**src/rtl/dds_sample_packetizer.sv**
```systemverilog
// Buffers the free-running DDS sample stream in a small FIFO and packs two samples per
// flit into fixed-length NoC packets: one header flit followed by PKT_SAMPLES/2 payload flits.
module dds_sample_packetizer #(
    parameter int SAMPLE_W    = 14,
    parameter int FLIT_W      = 32,
    parameter int PKT_SAMPLES = 8,
    parameter int FIFO_DEPTH  = 16
) (
    input  logic                clk,
    input  logic                rst_n,
    input  logic                enable,
    input  logic [3:0]          src_id,
    input  logic [3:0]          dest_id,
    input  logic                s_valid,
    input  logic [SAMPLE_W-1:0] s_data,
    output logic                flit_valid,
    output logic [FLIT_W-1:0]   flit_data,
    output logic                flit_last,
    input  logic                flit_ready,
    output logic [15:0]         overflow_cnt,
    output logic [15:0]         pkt_cnt
);

    localparam int AW    = $clog2(FIFO_DEPTH);
    localparam int CW    = AW + 1;
    localparam int BEATS = PKT_SAMPLES / 2;
    localparam int BW    = $clog2(BEATS + 1);

    typedef enum logic [1:0] {IDLE, HEAD, PAYLOAD} state_t;

    state_t              state;
    logic [SAMPLE_W-1:0] mem [FIFO_DEPTH];
    logic [AW-1:0]       wr_ptr;
    logic [AW-1:0]       rd_ptr;
    logic [CW-1:0]       count;
    logic [BW-1:0]       beat;
    logic [7:0]          seq;

    logic                handshake;
    logic                pop;
    logic                push;
    logic                drop;
    logic                pkt_done;
    logic                start_pkt;
    logic [CW-1:0]       count_after_pop;
    logic [7:0]          hdr_seq;
    logic [31:0]         header;
    logic [31:0]         first_pair;
    logic [31:0]         next_pair;

    function automatic logic [31:0] pack_pair(input logic [SAMPLE_W-1:0] older,
                                              input logic [SAMPLE_W-1:0] newer);
        logic [15:0] lo;
        logic [15:0] hi;
        lo = '0;
        hi = '0;
        lo[SAMPLE_W-1:0] = older;
        hi[SAMPLE_W-1:0] = newer;
        return {hi, lo};
    endfunction

    // Samples stay in the FIFO while shown on the flit bus; they are popped on the payload handshake.
    always_comb begin
        handshake       = flit_valid & flit_ready;
        pop             = handshake && (state == PAYLOAD);
        push            = s_valid && enable && ((count < CW'(FIFO_DEPTH)) || pop);
        drop            = s_valid && enable && !push;
        pkt_done        = pop && (beat == BW'(BEATS - 1));
        count_after_pop = pop ? count - CW'(2) : count;
        start_pkt       = enable && (count_after_pop >= CW'(PKT_SAMPLES))
                          && ((state == IDLE) || pkt_done);
        hdr_seq         = pkt_done ? seq + 8'd1 : seq;
        header          = {dest_id, src_id, hdr_seq, 8'(BEATS), 8'hA5};
        first_pair      = pack_pair(mem[rd_ptr], mem[rd_ptr + AW'(1)]);
        next_pair       = pack_pair(mem[rd_ptr + AW'(2)], mem[rd_ptr + AW'(3)]);
    end

    always_ff @(posedge clk) begin
        if (push) begin
            mem[wr_ptr] <= s_data;
        end
    end

    always_ff @(posedge clk) begin
        if (!rst_n) begin
            state        <= IDLE;
            flit_valid   <= 1'b0;
            flit_data    <= '0;
            flit_last    <= 1'b0;
            overflow_cnt <= '0;
            pkt_cnt      <= '0;
            seq          <= '0;
            wr_ptr       <= '0;
            rd_ptr       <= '0;
            count        <= '0;
            beat         <= '0;
        end else begin
            if (push) begin
                wr_ptr <= wr_ptr + AW'(1);
            end
            if (pop) begin
                rd_ptr <= rd_ptr + AW'(2);
            end
            count <= count + (push ? CW'(1) : CW'(0)) - (pop ? CW'(2) : CW'(0));
            if (drop && (overflow_cnt != 16'hFFFF)) begin
                overflow_cnt <= overflow_cnt + 16'd1;
            end

            case (state)
                IDLE: begin
                    if (start_pkt) begin
                        state      <= HEAD;
                        flit_valid <= 1'b1;
                        flit_data  <= header;
                        flit_last  <= 1'b0;
                    end
                end
                HEAD: begin
                    if (handshake) begin
                        state     <= PAYLOAD;
                        flit_data <= first_pair;
                        flit_last <= (BEATS == 1);
                        beat      <= '0;
                    end
                end
                PAYLOAD: begin
                    if (handshake) begin
                        if (pkt_done) begin
                            pkt_cnt <= pkt_cnt + 16'd1;
                            seq     <= seq + 8'd1;
                            if (start_pkt) begin
                                state     <= HEAD;
                                flit_data <= header;
                                flit_last <= 1'b0;
                            end else begin
                                state      <= IDLE;
                                flit_valid <= 1'b0;
                                flit_data  <= '0;
                                flit_last  <= 1'b0;
                            end
                        end else begin
                            beat      <= beat + BW'(1);
                            flit_data <= next_pair;
                            flit_last <= ((beat + BW'(1)) == BW'(BEATS - 1));
                        end
                    end
                end
                default: state <= IDLE;
            endcase
        end
    end

endmodule

```
**config.mk**
```make
export PLATFORM = sky130hd
export DESIGN_NAME = dds_sample_packetizer
export DESIGN_NICKNAME = d
export VERILOG_FILES = /design/src/rtl/dds_sample_packetizer.sv
export SDC_FILE = /design/constraint.sdc
export NUM_CORES = 1
export LEC_CHECK = 0
export BUFFER_PORTS_ARGS = -buffer_cell sky130_fd_sc_hd__buf_4
export CAP_MARGIN = 10
export CELL_PAD_IN_SITES_DETAIL_PLACEMENT = 0
export CELL_PAD_IN_SITES_GLOBAL_PLACEMENT = 2
export CORE_AREA = 2 2 196 198
export CTS_CLUSTER_DIAMETER = 150
export DETAILED_ROUTE_END_ITERATION = 8
export DIE_AREA = 0 0 198 200
export PLACE_DENSITY_LB_ADDON = 0.1
export SLEW_MARGIN = 20
export SYNTH_ARGS = -nofsm -noshare
export SYNTH_HDL_FRONTEND = slang
export SYNTH_SLANG_ARGS = --single-unit
```
**constraint.sdc**
```tcl
create_clock -name clk -period 3.11 [get_ports clk]
set_clock_uncertainty 0.2 [all_clocks]
set_input_delay 0.1555 -clock clk [delete_from_list [all_inputs] [get_ports clk]]
set_output_delay 0.1555 -clock clk [all_outputs]
set_load 0.03 [all_outputs]
```
==> metrics list <==
- Run status: complete, no violations
- Endpoint class of the critical path: register
- Avg Cell Area, Syn: around 14 um2
* Crit path time final: 2.83 ns
* Part of the total power dissipated in combinational logic: ~17%
* R2R Setup Slk: around 0.28 ns
* Cell area after synthesis: 0.0149 mm2
* Least-Margin Pin Slew: between 0.9 and 1 ns
- Synth Area in XOR/XNOR: 3.00%
- Number of flops mapped to enable cells by yosys: around 220
* Post-synthesis async set-or-reset flop share: 0%
- Critical Path Fanout Max: 18
- Fraction of synthesized area in multiplexers: 19.8%
- The worst hold path terminates at count[0]$_SDFF_PN0_.
* Vias per std cell: around 5.3
- Post-route ant nets: 0
- The biggest area contributor in the post-synthesis netlist is sky130_fd_sc_hd__edfxtp_1.
- The die covers roughly 0.04 mm2.
* Hold violation total from the final report: 0
- Predominant post-synthesis flop cell: sky130_fd_sc_hd__edfxtp_1
- In this run the power spent charging and discharging nets is 3.00 mW.
- First-pass GRT wire length: between 50,000 and 60,000 um
- Number of violations reported at the end of detailed-routing iteration 0: 439
- Total congestion overflow: 0
* Top cell types by occurrence after synthesis: 224 x sky130_fd_sc_hd__edfxtp_1, 110 x sky130_fd_sc_hd__mux4_2, 92 x sky130_fd_sc_hd__dfxtp_1
- Hold crit path type: in2reg
* Worst Min Path Start: s_valid
- Clock root buffer master: sky130_fd_sc_hd__clkbuf_16
- CTS sink count: approximately 320
- Setup violations remaining at the end of the flow were counted as 0.
* Sequential Power Share: 44.1%
- The endpoint identified for the worst register-to-register timing path is flit_data[10]$_SDFFE_PN0P_.
- The worst hold path passes through 5 cells.
- Deepest level of the CTS H-tree: 2
* Final antenna diode count: 0
* Die X: roughly 200 um
- Setup total negative slack on the finished layout was measured at 0 ns.
* Main combinational cell family by area after synthesis: multiplexers
* Relative slew slack: between 30% and 40%
- The initial utilization of the core area, before any placement, comes to 39.8%.
* Critical register-to-register path startpoint: state[0]$_SDFFE_PN0P_
- The final max-slew violation count was 0.
- Static Leakage: roughly 6.0 nW
- The number of hold buffers added after CTS was 25.
- Counting the buffers created by CTS gives 37.
- Share of the cycle needed by the critical path after routing: between 90% and 100%
* Clock latency of the later-clocked register in the worst-skew pair: 0.53 ns
- Number of buffers on the longest clock path: 3
- By area the synthesized netlist is led by sky130_fd_sc_hd__edfxtp_1 45%, sky130_fd_sc_hd__mux4_2 17%, sky130_fd_sc_hd__dfxtp_1 12%.
- After Yosys synthesis, full adders, half adders and majority gates account for under 10% of the synthesized area.
- Sequential cells were found to cover roughly 58% of the synthesized design area.
* Initial antenna violation count: 0
- After synthesis the netlist holds a flip-flop and latch count of around 320.
- R2r worst-path depth: 8
- DRC violations left: 0
- HPWL after detailed placement: between 20,000 and 25,000 um
- The Yosys step of the flow raised 0 warnings.
* Floorplan Core Area: roughly 0.037 mm2
* Layout overhead on the synthesized area: 20.0%
- TritonCTS clock tree: built
- The first detailed-routing pass ran for 5 iterations.
- Count of mapped cells out of synthesis: 1,026
- Count of cell types in the netlist: 49
* Number of input and output port buffers inserted: 90
- Counting the fill cells in the layout gives approximately 3,300.
- In this run the vertical extent of the chip is approximately 200 um.
- Max rail drop VDD: roughly 0.3 mV
- Type of the worst setup path: reg2reg
* Clock input transition at the sequential cells of the worst setup and hold paths: 0.06 ns
* Most repeated cell in the gate-level netlist after synthesis: sky130_fd_sc_hd__edfxtp_1
- At the placement stage, the worst setup path has a slack of between 0.2 and 0.3 ns.
- The number of gates resized after CTS was 0.
* Routed wire length per instance: approximately 22 um
* Max-cap viol count: 0
- At the end of the flow the core is filled with cells to a little under half.
- Synth Area in Compound Gates: 6.13%
* Vias after detailed routing: 9,109
* Required time of the worst setup path: around 3.3 ns
* CP Launch Type: register
- GP Congestion: approximately 0.73
- At the worst endpoint, the arrival time is ~3 ns.
- Number of setup buffers added after CTS: 0
- The clock network is responsible for between 30 and 40% of the overall power.
- Net switching is between 20% and 30% of the power.
- WL final: around 37,000 um
- a little over 90 I/O pins were placed.
* Cell area power density: 613 mW/mm2
* Setup repair after global routing missed its margin: no
* Largest net degree at the start of global routing: 77
* Area fraction of the dominant cell type after synthesis: around 45%
* Post-layout worst setup margin: around 0.28 ns
* Total GRT Usage: 19.0%
* Simple-gate area share of the yosys netlist: 8.57%
- Internal power: 7.93 mW
* Placement Rows: slightly above 70
- For this run, the top clock speed supported by timing is around 350 MHz.
- After the last flow step, the layout net total stands at between 1,000 and 1,500.
- Number of global-route vias before repair: just over 9,000
* Share of layout cells above drive strength 1: 28.9%
==> critical path, stage by stage (launching register included) <==
cell and delay [ns]:
sky130_fd_sc_hd__dfxtp_1 0.42, sky130_fd_sc_hd__inv_1 0.11, sky130_fd_sc_hd__ha_1 0.22, sky130_fd_sc_hd__and3_1 0.26
sky130_fd_sc_hd__and4_4 0.22, sky130_fd_sc_hd__o31ai_4 0.44, sky130_fd_sc_hd__o21ai_2 0.39, sky130_fd_sc_hd__a211oi_1 0.33
sky130_fd_sc_hd__a21oi_1 0.11
==> metal layers <==
layer,vias to the layer above,wire length [um],GRT usage [%]
li1,4242,-,-
met5,-,0,0
met2,185,17700,31.5
met3,33,1690,3.28
met1,4649,17000,26.4
met4,0,534,4.46
==> layout by cell type, fill, tap and decap left out, types with 7 or more instances in the layout <==
master                            n
sky130_fd_sc_hd__buf_4          142
sky130_fd_sc_hd__o211ai_1         7
sky130_fd_sc_hd__a21boi_0        13
sky130_fd_sc_hd__and2_1          44
sky130_fd_sc_hd__and3_1           8
sky130_fd_sc_hd__nor3_2           8
sky130_fd_sc_hd__a21oi_1         59
sky130_fd_sc_hd__nand4_1         12
sky130_fd_sc_hd__xor2_1          13
sky130_fd_sc_hd__nand2_1         73
sky130_fd_sc_hd__clkinv_1         9
sky130_fd_sc_hd__o22ai_1         11
sky130_fd_sc_hd__dfxtp_1         89
sky130_fd_sc_hd__o31ai_1         10
sky130_fd_sc_hd__dlygate4sd3_1   25
sky130_fd_sc_hd__or3_1            8
sky130_fd_sc_hd__mux2i_1         29
sky130_fd_sc_hd__edfxtp_1       224
sky130_fd_sc_hd__nor2b_1          8
sky130_fd_sc_hd__clkbuf_1         7
sky130_fd_sc_hd__nand2b_1         8
sky130_fd_sc_hd__xnor2_1         37
sky130_fd_sc_hd__mux2_2          16
sky130_fd_sc_hd__nor2_1          28
sky130_fd_sc_hd__clkbuf_16       37
sky130_fd_sc_hd__o21ai_0         28
sky130_fd_sc_hd__ha_1            24
sky130_fd_sc_hd__nand3_1         29
sky130_fd_sc_hd__inv_1           16
sky130_fd_sc_hd__mux4_2         110
==> worst max-delay path by stage <==
stage,start,to,depth (start not counted)
finish,state[0]$_SDFFE_PN0P_,flit_data[10]$_SDFFE_PN0P_,8
global route,state[0]$_SDFFE_PN0P_,flit_data[30]$_SDFFE_PN0P_,9
CTS,state[0]$_SDFFE_PN0P_,flit_data[10]$_SDFFE_PN0P_,8
detailed placement,state[0]$_SDFFE_PN0P_,flit_data[10]$_SDFFE_PN0P_,8
global placement,state[0]$_SDFFE_PN0P_,flit_data[26]$_SDFFE_PN0P_,8
floorplan,flit_valid$_SDFFE_PN0P_,mem[15][0]$_DFFE_PP_,7
==> cells by family (layout without fill, tap and decap cells) <==
logic type      after synthesis  after routing
buf+inv                      85            255
simple gates                244            244
xor+xnor                     51             51
fa+ha+maj                    25             25
flops                       316            316
compound gates              149            149
mux                         155            155
other cells                   1              2
==> power groups by stage <==
stage / combinational, mW / sequential (mW) / clock [mW]
after floorplan: 0.915 / 5.10 / 0
after global placement: 1.80 / 4.90 / 0
after detailed placement: 1.80 / 4.90 / 0
after CTS: 1.83 / 4.82 / 4.43
after global routing: 2.00 / 4.83 / 4.63
final: 1.81 / 4.82 / 4.31
==> through the flow <==
step	cell area, um2	cells	power [mW]	hold WS (ns)
finish	17800	1708	10.9	0.0271
global route	17800	1708	11.5	0.0668
CTS	17800	1708	11.1	0.00759
detailed placement	16400	1616	6.71	0.250
global placement	16400	1616	6.71	0.236
floorplan	14900	1027	6.01	0.0544
==> layout make-up <==
class                      count  area [um2]  area share, %
tap                          511         639           3.58
clock inverter                23         245           1.37
multi-input combinational    626        5970           33.4
timing repair buffer         171        1400           7.83
sequential                   316        8570           48.1
clock buffer                  44         952           5.34
inverter                      17        63.8          0.358
==> registers in the layout, indices dropped and copies added (netlist names), named ones only <==
signal and cells:
pkt_cnt 16, overflow_cnt 16, count 5, beat 3, seq 8, mem 224, flit_data 30, rd_ptr 3
wr_ptr 4, state 2, flit_last 1, flit_valid 1
Note: power is estimated with default switching activity, not from simulation.
